`config.mk`:
```
export PLATFORM = sky130hd
export DESIGN_NAME = neuron_seq_ctrl
export DESIGN_NICKNAME = d
export VERILOG_FILES = /design/src/rtl/neuron_seq_ctrl.sv
export SDC_FILE = /design/constraint.sdc
export NUM_CORES = 1
export LEC_CHECK = 0
export CAP_MARGIN = 20
export CORE_MARGIN = 2
export CORE_UTILIZATION = 25
export DETAILED_ROUTE_END_ITERATION = 10
export MAX_ROUTING_LAYER = met4
export PLACE_DENSITY = 0.42
export SYNTH_ARGS = -nofsm -noshare
export SYNTH_HDL_FRONTEND = slang
export SYNTH_SLANG_ARGS = --single-unit
```
`constraint.sdc`:
```
create_clock -name clk -period 2 [get_ports clk]
set_input_delay 0.3 -clock clk [delete_from_list [all_inputs] [get_ports clk]]
set_output_delay 0.3 -clock clk [all_outputs]
set_load 0.02 [all_outputs]
```
`src/rtl/neuron_seq_ctrl.sv`:
```
// neuron_seq_ctrl: buffers one N_IN-sample vector, then clears the neuron,
// streams the samples back-to-back and waits (with timeout) for its result.
module neuron_seq_ctrl #(
    parameter int DATA_W  = 12,
    parameter int RES_W   = 23,
    parameter int N_IN    = 3,
    parameter int TIMEOUT = 16
) (
    input  logic                     clk,
    input  logic                     rst,
    input  logic                     ld_valid,
    output logic                     ld_ready,
    input  logic signed [DATA_W-1:0] ld_data,
    input  logic                     start,
    output logic                     busy,
    output logic                     done,
    output logic                     err_timeout,
    output logic signed [RES_W-1:0]  result_out,
    output logic                     nrn_rst,
    output logic                     nrn_valid_in,
    output logic signed [DATA_W-1:0] nrn_multiplicand,
    input  logic                     nrn_valid_out,
    input  logic signed [RES_W-1:0]  nrn_result
);

    localparam int CNT_W  = $clog2(N_IN + 1);
    localparam int WCNT_W = $clog2(TIMEOUT + 1);

    localparam logic [CNT_W-1:0]  CNT_FULL  = CNT_W'(N_IN);
    localparam logic [CNT_W-1:0]  CNT_LAST  = CNT_W'(N_IN - 1);
    localparam logic [WCNT_W-1:0] WCNT_LAST = WCNT_W'(TIMEOUT - 1);

    typedef enum logic [2:0] {
        S_IDLE,
        S_READY,
        S_CLEAR,
        S_STREAM,
        S_WAIT
    } state_t;

    state_t                    state;
    state_t                    state_next;
    logic [CNT_W-1:0]          fill_cnt;
    logic [CNT_W-1:0]          beat_idx;
    logic [CNT_W-1:0]          beat_next;
    logic [WCNT_W-1:0]         wait_cnt;
    logic                      ld_fire;
    logic                      done_next;
    logic                      err_next;
    logic                      fill_clear;
    logic signed [DATA_W-1:0]  sample_buf [N_IN];

    // Loads are only accepted while idle and the buffer still has room
    assign ld_ready = (state == S_IDLE) && (fill_cnt < CNT_FULL);
    assign ld_fire  = ld_valid && ld_ready;
    // The neuron is held in reset with us, and pulsed once before each vector
    assign nrn_rst  = rst || (state == S_CLEAR);

    // Next-state, beat index and completion pulses
    always_comb begin
        state_next = state;
        beat_next  = beat_idx;
        done_next  = 1'b0;
        err_next   = 1'b0;
        fill_clear = 1'b0;
        case (state)
            S_IDLE: begin
                if ((fill_cnt >= CNT_FULL) || (ld_fire && (fill_cnt == CNT_LAST)))
                    state_next = S_READY;
            end
            S_READY: begin
                if (start)
                    state_next = S_CLEAR;
            end
            S_CLEAR: begin
                state_next = S_STREAM;
                beat_next  = '0;
            end
            S_STREAM: begin
                if (beat_idx == CNT_LAST)
                    state_next = S_WAIT;
                else
                    beat_next = beat_idx + CNT_W'(1);
            end
            S_WAIT: begin
                // A response on the final wait cycle still wins over the timeout
                if (nrn_valid_out) begin
                    state_next = S_IDLE;
                    done_next  = 1'b1;
                    fill_clear = 1'b1;
                end else if (wait_cnt == WCNT_LAST) begin
                    state_next = S_IDLE;
                    err_next   = 1'b1;
                    fill_clear = 1'b1;
                end
            end
            default: state_next = S_IDLE;
        endcase
    end

    // Control state, counters and registered outputs
    always_ff @(posedge clk) begin
        if (rst) begin
            state            <= S_IDLE;
            fill_cnt         <= '0;
            beat_idx         <= '0;
            wait_cnt         <= '0;
            busy             <= 1'b0;
            done             <= 1'b0;
            err_timeout      <= 1'b0;
            result_out       <= '0;
            nrn_valid_in     <= 1'b0;
            nrn_multiplicand <= '0;
        end else begin
            state       <= state_next;
            beat_idx    <= beat_next;
            busy        <= (state_next == S_CLEAR) || (state_next == S_STREAM) ||
                           (state_next == S_WAIT);
            done        <= done_next;
            err_timeout <= err_next;
            wait_cnt    <= (state == S_WAIT) ? wait_cnt + WCNT_W'(1) : '0;

            if (fill_clear)
                fill_cnt <= '0;
            else if (ld_fire)
                fill_cnt <= fill_cnt + CNT_W'(1);

            // Beat data is selected one cycle ahead so it lines up with valid
            nrn_valid_in     <= (state_next == S_STREAM);
            nrn_multiplicand <= (state_next == S_STREAM) ? sample_buf[beat_next] : '0;

            if (done_next)
                result_out <= nrn_result;
        end
    end

    // Sample storage; contents are meaningless until refilled, so no reset
    always_ff @(posedge clk) begin
        if (ld_fire)
            sample_buf[fill_cnt] <= ld_data;
    end

endmodule

```
After elaboration in Yosys (flattened, before gate mapping)
Memory sizes are Yosys's and may differ from the RTL's. A register that Yosys moved wholly into a read port is not among the register bits.
Cells that the tools add are included.
{"block": "totals", "ff_bits": 39, "mem_bits_rw": 36, "input_bits": 40, "output_inout_bits": 41, "word_cells": 54, "memories": 1}
{"name": "sample_buf", "words": 3, "width": 12, "read_ports": 1, "rd_clocked_by_memory_dff": 1, "write_ports": 1, "line": "51", "text": "logic signed [DATA_W-1:0] sample_buf [N_IN];"}
{"block": "classes", "n_addsub": 3, "order_cmp": 2, "eq_ne": 10, "n_mux": 15, "n_bitwise": 2, "reduce_logical": 12}
{"cell": "$mux 3", "n": 5}
{"cell": "$pmux 3 s5", "n": 1}
{"cell": "$eq 3x2->1 const B", "n": 4}
{"cell": "$mux 1", "n": 7}
{"cell": "$eq 3x3->1 const B", "n": 2}
{"cell": "$reduce_or 2->1", "n": 3}
{"cell": "$add 5x1->5 const B", "n": 1}
{"cell": "$eq 5x4->1 const B", "n": 1}
{"cell": "$add 2x1->2 const B", "n": 2}
{"cell": "$eq 2x2->1 const B", "n": 2}
{"cell": "$logic_or 1x1->1", "n": 4}
{"cell": "$pmux 2 s2", "n": 1}
{"cell": "$eq 3x1->1 const B", "n": 1}
{"cell": "$logic_and 1x1->1", "n": 3}
{"cell": "$logic_not 3->1", "n": 1}
{"cell": "$reduce_or 3->1", "n": 1}
{"cell": "$ge 2x2->1 const B", "n": 1}
{"cell": "$lt 2x2->1 const B", "n": 1}
{"cell": "$mux 2", "n": 1}
{"cell": "$not 1->1", "n": 2}

Logic depth before layout (Yosys ltp)
{"block": "logic_depth", "depth_word": 10, "ltp_mapped": 7, "mapped_depth_nobuf": 6}

Worst setup path before layout
OpenSTA, ideal clock, no wires.
{"block": "synth_timing", "path_kind": "flip-flop to flip-flop", "start": "reg state[0]", "end": "mem sample_buf[0][0], enable pin", "setup_ns": 0.355, "arrival_ns": 1.621, "t_required_ns": 1.645, "setup_slack_ns": 0.024, "stages_incl_launch_ff": 4, "path_buffers": 1, "period_less_slack_ns": 1.976, "path_cell_list": "dfxtp_1 buf_2 nor4_2 and3_1"}
{"block": "synth_between", "elab_chain_cells": 5}
{"item": "from (decl)", "line": "41", "text": "state_t state;"}
{"item": "from (signal assigned)", "line": "115", "text": "state <= state_next;"}
{"item": "$logic_not 3->1", "line": "54", "text": "assign ld_ready = (state == S_IDLE) && (fill_cnt < CNT_FULL);"}
{"item": "$logic_and 1x1->1", "line": "54"}
{"item": "via ld_ready", "line": "12", "text": "output logic ld_ready,"}
{"item": "$logic_and 1x1->1", "line": "55", "text": "assign ld_fire = ld_valid && ld_ready;"}
{"item": "$mux 1", "line": "139", "text": "if (ld_fire)"}
{"item": "$mux 1 (implied by the code)", "line": "140", "text": "sample_buf[fill_cnt] <= ld_data;"}
{"item": "to (decl)", "line": "51"}
The timed path passes the listed nets, and every way through them passes these cells.

Final worst setup path
{"block": "layout_timing", "start": "reg state[2]", "end": "out ld_ready"}
{"block": "layout_between", "elab_chain_cells": 2}
{"item": "$logic_not 3->1", "line": "54"}
{"item": "$logic_and 1x1->1", "line": "54"}
{"item": "to (decl)", "line": "12"}
Every way passes these cells.

==> results.sh <==
export IMPL_postRouteAntennaNets=0
export IMPL_status="completed"
export IMPL_syn_area_um2=3170
export IMPL_cts_root_buf="clkbuf_16"
export IMPL_num_antenna_cells=0
export IMPL_final_max_slew_violation_count=0
export IMPL_vias=2203
export IMPL_met2_usage_pct=16.7
export IMPL_min_period_ns=1.80
export IMPL_tightest_slew_ns=0.499
export IMPL_maxSlewHeadroom_pct=66.7
export IMPL_clk_insertion_delay_late_ns=0.34
export IMPL_cts_max_level=3
export IMPL_rsz0062_at_grt="false"
export IMPL_hp_class="reg -> reg"
export IMPL_switching_share_pct=23.8
export IMPL_cts_sinks=87
export IMPL_grt_max_degree=33
export IMPL_power_density_nw_per_um2=894
export IMPL_cp_top_family="flip-flops"
export IMPL_setup_violations=0
export IMPL_synth_simple_gate_area_share_pct=13.3
export IMPL_synthesis_nets=322
export IMPL_coreArea_um2=12500
export IMPL_dpl_hpwl_um=4500
export IMPL_cap_viol_max_count=0
export IMPL_p_int_w=0.00308
export IMPL_grt_usage_pct=11.4
export IMPL_p_comb_share_pct=12.1
export IMPL_yosysWarnings=0
export IMPL_drt_iter0_drc=91
export IMPL_use_met3_pct=6.12
export IMPL_use_met1_pct=13.6
export IMPL_drt_first_pass_iters=4
export IMPL_ys_seq_elements=87
export IMPL_drc=0
export IMPL_yosysUniqueCellTypes=31
export IMPL_grt_pass1_vias=2198
export IMPL_synth_top_family_by_area="simple AND/OR/NAND/NOR gates"
export IMPL_clk_path_buf_depth=2
export IMPL_finalSetupTns_ns=0
export IMPL_die_area_um2=13600
export IMPL_totalWireLength_um=6890
export IMPL_fmax_ghz=0.555
export IMPL_top_usage_layer="met2"
export IMPL_syn_area_per_cell_um2=11.6
export IMPL_start_util_pct=25.4
export IMPL_viasPerCell=4.08
export IMPL_die_y_um=117
export IMPL_power_net_switching_w=0.000964
export IMPL_worst_ep_required_time_ns=1.70
export IMPL_syn2layout_area_growth_pct=42.9
export IMPL_final_layout_size_suffix_gt1_share_pct=8.97
export IMPL_ys_top_cells_by_area="edfxtp_1 (34%), dfxtp_1 (32%), nand2_1 (6.3%), a21oi_1 (4.3%), mux2i_1 (3.8%)"
export IMPL_final_nets=411
export IMPL_critPathMaxFanout=9
export IMPL_layout_core_utilization_pct=36.3
export IMPL_synth_cells=274
export IMPL_start_kind="register"
export IMPL_ir_drop_v=0.000349
export IMPL_fin_skew_ns=0.00459
export IMPL_nFillCells=1265
export IMPL_antenna_found_initial=0
export IMPL_cts_tree="yes"
export IMPL_path_clk_slew_ns=0.06
export IMPL_cp_end_kind="output pin"
export IMPL_final_period_utilization_pct=90.1
export IMPL_cts_made_buffers=9
export IMPL_holdWs_ns=0.451
export IMPL_grt_overflow_total=0
export IMPL_synth_top_cell_area_share_pct=34.2
export IMPL_p_seq_share_pct=50.6
export IMPL_port_buffers=80
export IMPL_synth_largest_area_cell="edfxtp_1"
export IMPL_num_rows=41
export IMPL_hold_viol_final=0
export IMPL_cp_slowest_cell="dfxtp_1"
export IMPL_critPathMaxStageDelay_ns=0.39
export IMPL_die_w_um=117
export IMPL_ios=81
export IMPL_wl_per_cell_um=12.8
export IMPL_seq_area_frac_synth_pct=66.4
export IMPL_path_cells="nor4_2, dlygate4sd2_1"
export IMPL_crit_type="reg -> out"
export IMPL_critPathBufInv=1
export IMPL_p_clk_share_pct=37.4
export IMPL_critical_path_arrival_ns=1.50
export IMPL_grt_pass1_wl_um=11100
export IMPL_synth_compound_area_share_pct=8.54
export IMPL_place_congestion=0.725
export IMPL_leakagePower_nw=1.64
export IMPL_synthMuxAreaShare_pct=4.62
export IMPL_synth_xor_area_share_pct=0.830
export IMPL_synthAdderAreaFrac_pct=3.16
per-stage QoR:
stage | cell area (um2) | instances | setup WS (ns) | power, W
final | 4520 | 540 | 0.198 | 0.00404
after global routing | 4520 | 540 | 0.0995 | 0.00425
after CTS | 4520 | 540 | 0.164 | 0.00413
after detailed placement | 4260 | 524 | 0.121 | 0.00259
after global placement | 4260 | 524 | 0.144 | 0.00258
after floorplan | 3170 | 274 | 0.0243 | 0.00230
path summary, 6_finish.rpt:
kind                                                  from                        endpoint  slack, ns  cells after the start
worst max register to register         state[2]$_SDFF_PP0_  nrn_multiplicand[3]$_SDFF_PP0_       0.32                      3
worst max-delay path                   state[2]$_SDFF_PP0_                        ld_ready       0.20                      2
worst min-delay path            result_out[7]$_SDFFE_PP0P_      result_out[7]$_SDFFE_PP0P_       0.45                      2
worst min register to register  result_out[7]$_SDFFE_PP0P_      result_out[7]$_SDFFE_PP0P_       0.45                      2
Yosys cell counts:
cell       number
mux2_4          1
nor3_1          1
nand2b_2        1
nor4b_2         1
xnor2_1         2
xor2_1          1
o21ai_0         1
clkbuf_1        6
a21oi_1        27
nor2b_1         1
a211oi_1       12
nor2_1         24
or2_2           2
edfxtp_1       36
inv_1           8
nand3_1         2
buf_2           7
a2111oi_0       2
and3_1          4
a21o_1          2
or4b_1          1
nand2_1        53
dfxtp_1        51
nand2b_1        2
nor3b_1         2
mux2i_1        12
mux2_2          1
nor4_2          1
a22oi_1         1
ha_1            8
buf_6           1
cell usage in the layout (no fill, tap or decap), drive strengths merged, types with 8 or more instances in the layout:
master         Yosys  layout
clkdlybuf4s50      0      78
nand2             53      53
dfxtp             51      51
edfxtp            36      36
a21oi             27      27
nor2              24      24
mux2i             12      12
a211oi            12      12
buf                8      12
clkbuf             6      10
inv                8       9
ha                 8       8
tightest hold or removal path, cell delays in order, from the launching register on:
cell     delay [ns]
dfxtp_1        0.31
nand2_1        0.05
a21oi_1        0.05
area by class of cell:
class	instances	area, um2	share of cell area [%]
sequential	87	2100	46.5
multi-input combinational	165	973	21.5
timing repair buffer	92	938	20.7
clock buffer	10	229	5.06
tap	172	215	4.76
clock inverter	6	35.0	0.775
inverter	8	30.0	0.664
power by group through the flow:
stage / Clock, W / Sequential [W] / Combinational, W
6_report: 0.00151 / 0.00204 / 0.000488
5_1_grt: 0.00165 / 0.00206 / 0.000538
4_1_cts: 0.00158 / 0.00205 / 0.000498
3_5_place_dp: 0 / 0.00208 / 0.000504
3_3_place_gp: 0 / 0.00208 / 0.000503
2_1_floorplan: 0 / 0.00208 / 0.000218
flip-flops by register name (all words and copies together), names as in the netlist:
signal,flops
beat_idx,2
busy,1
done,1
err_timeout,1
fill_cnt,2
nrn_multiplicand,12
nrn_valid_in,1
result_out,23
sample_buf,36
state,3
wait_cnt,5
per-layer routing:
layer  wire [um]  vias up
met4          80        0
met3         513        9
met5           0        -
met2        3100       60
li1            -     1124
met1        3200     1010
kinds of logic after synthesis:
family / count (synthesis)
adder cells (fa/ha/maj): 8
XOR/XNOR: 3
multiplexers: 14
AND/OR/NAND/NOR: 95
AO/OA/AOI/OAI: 45
flip-flops: 87
buffers and inverters: 22
repair_timing:
| item | CTS | global route |
|---|---|---|
| gates resized for setup | 2 | 0 |
| buffers inserted | 0 | 0 |
| setup endpoints to repair | 2 | 0 |
| hold buffers | 0 | 0 |
Note: power is estimated with default switching activity, not from simulation.
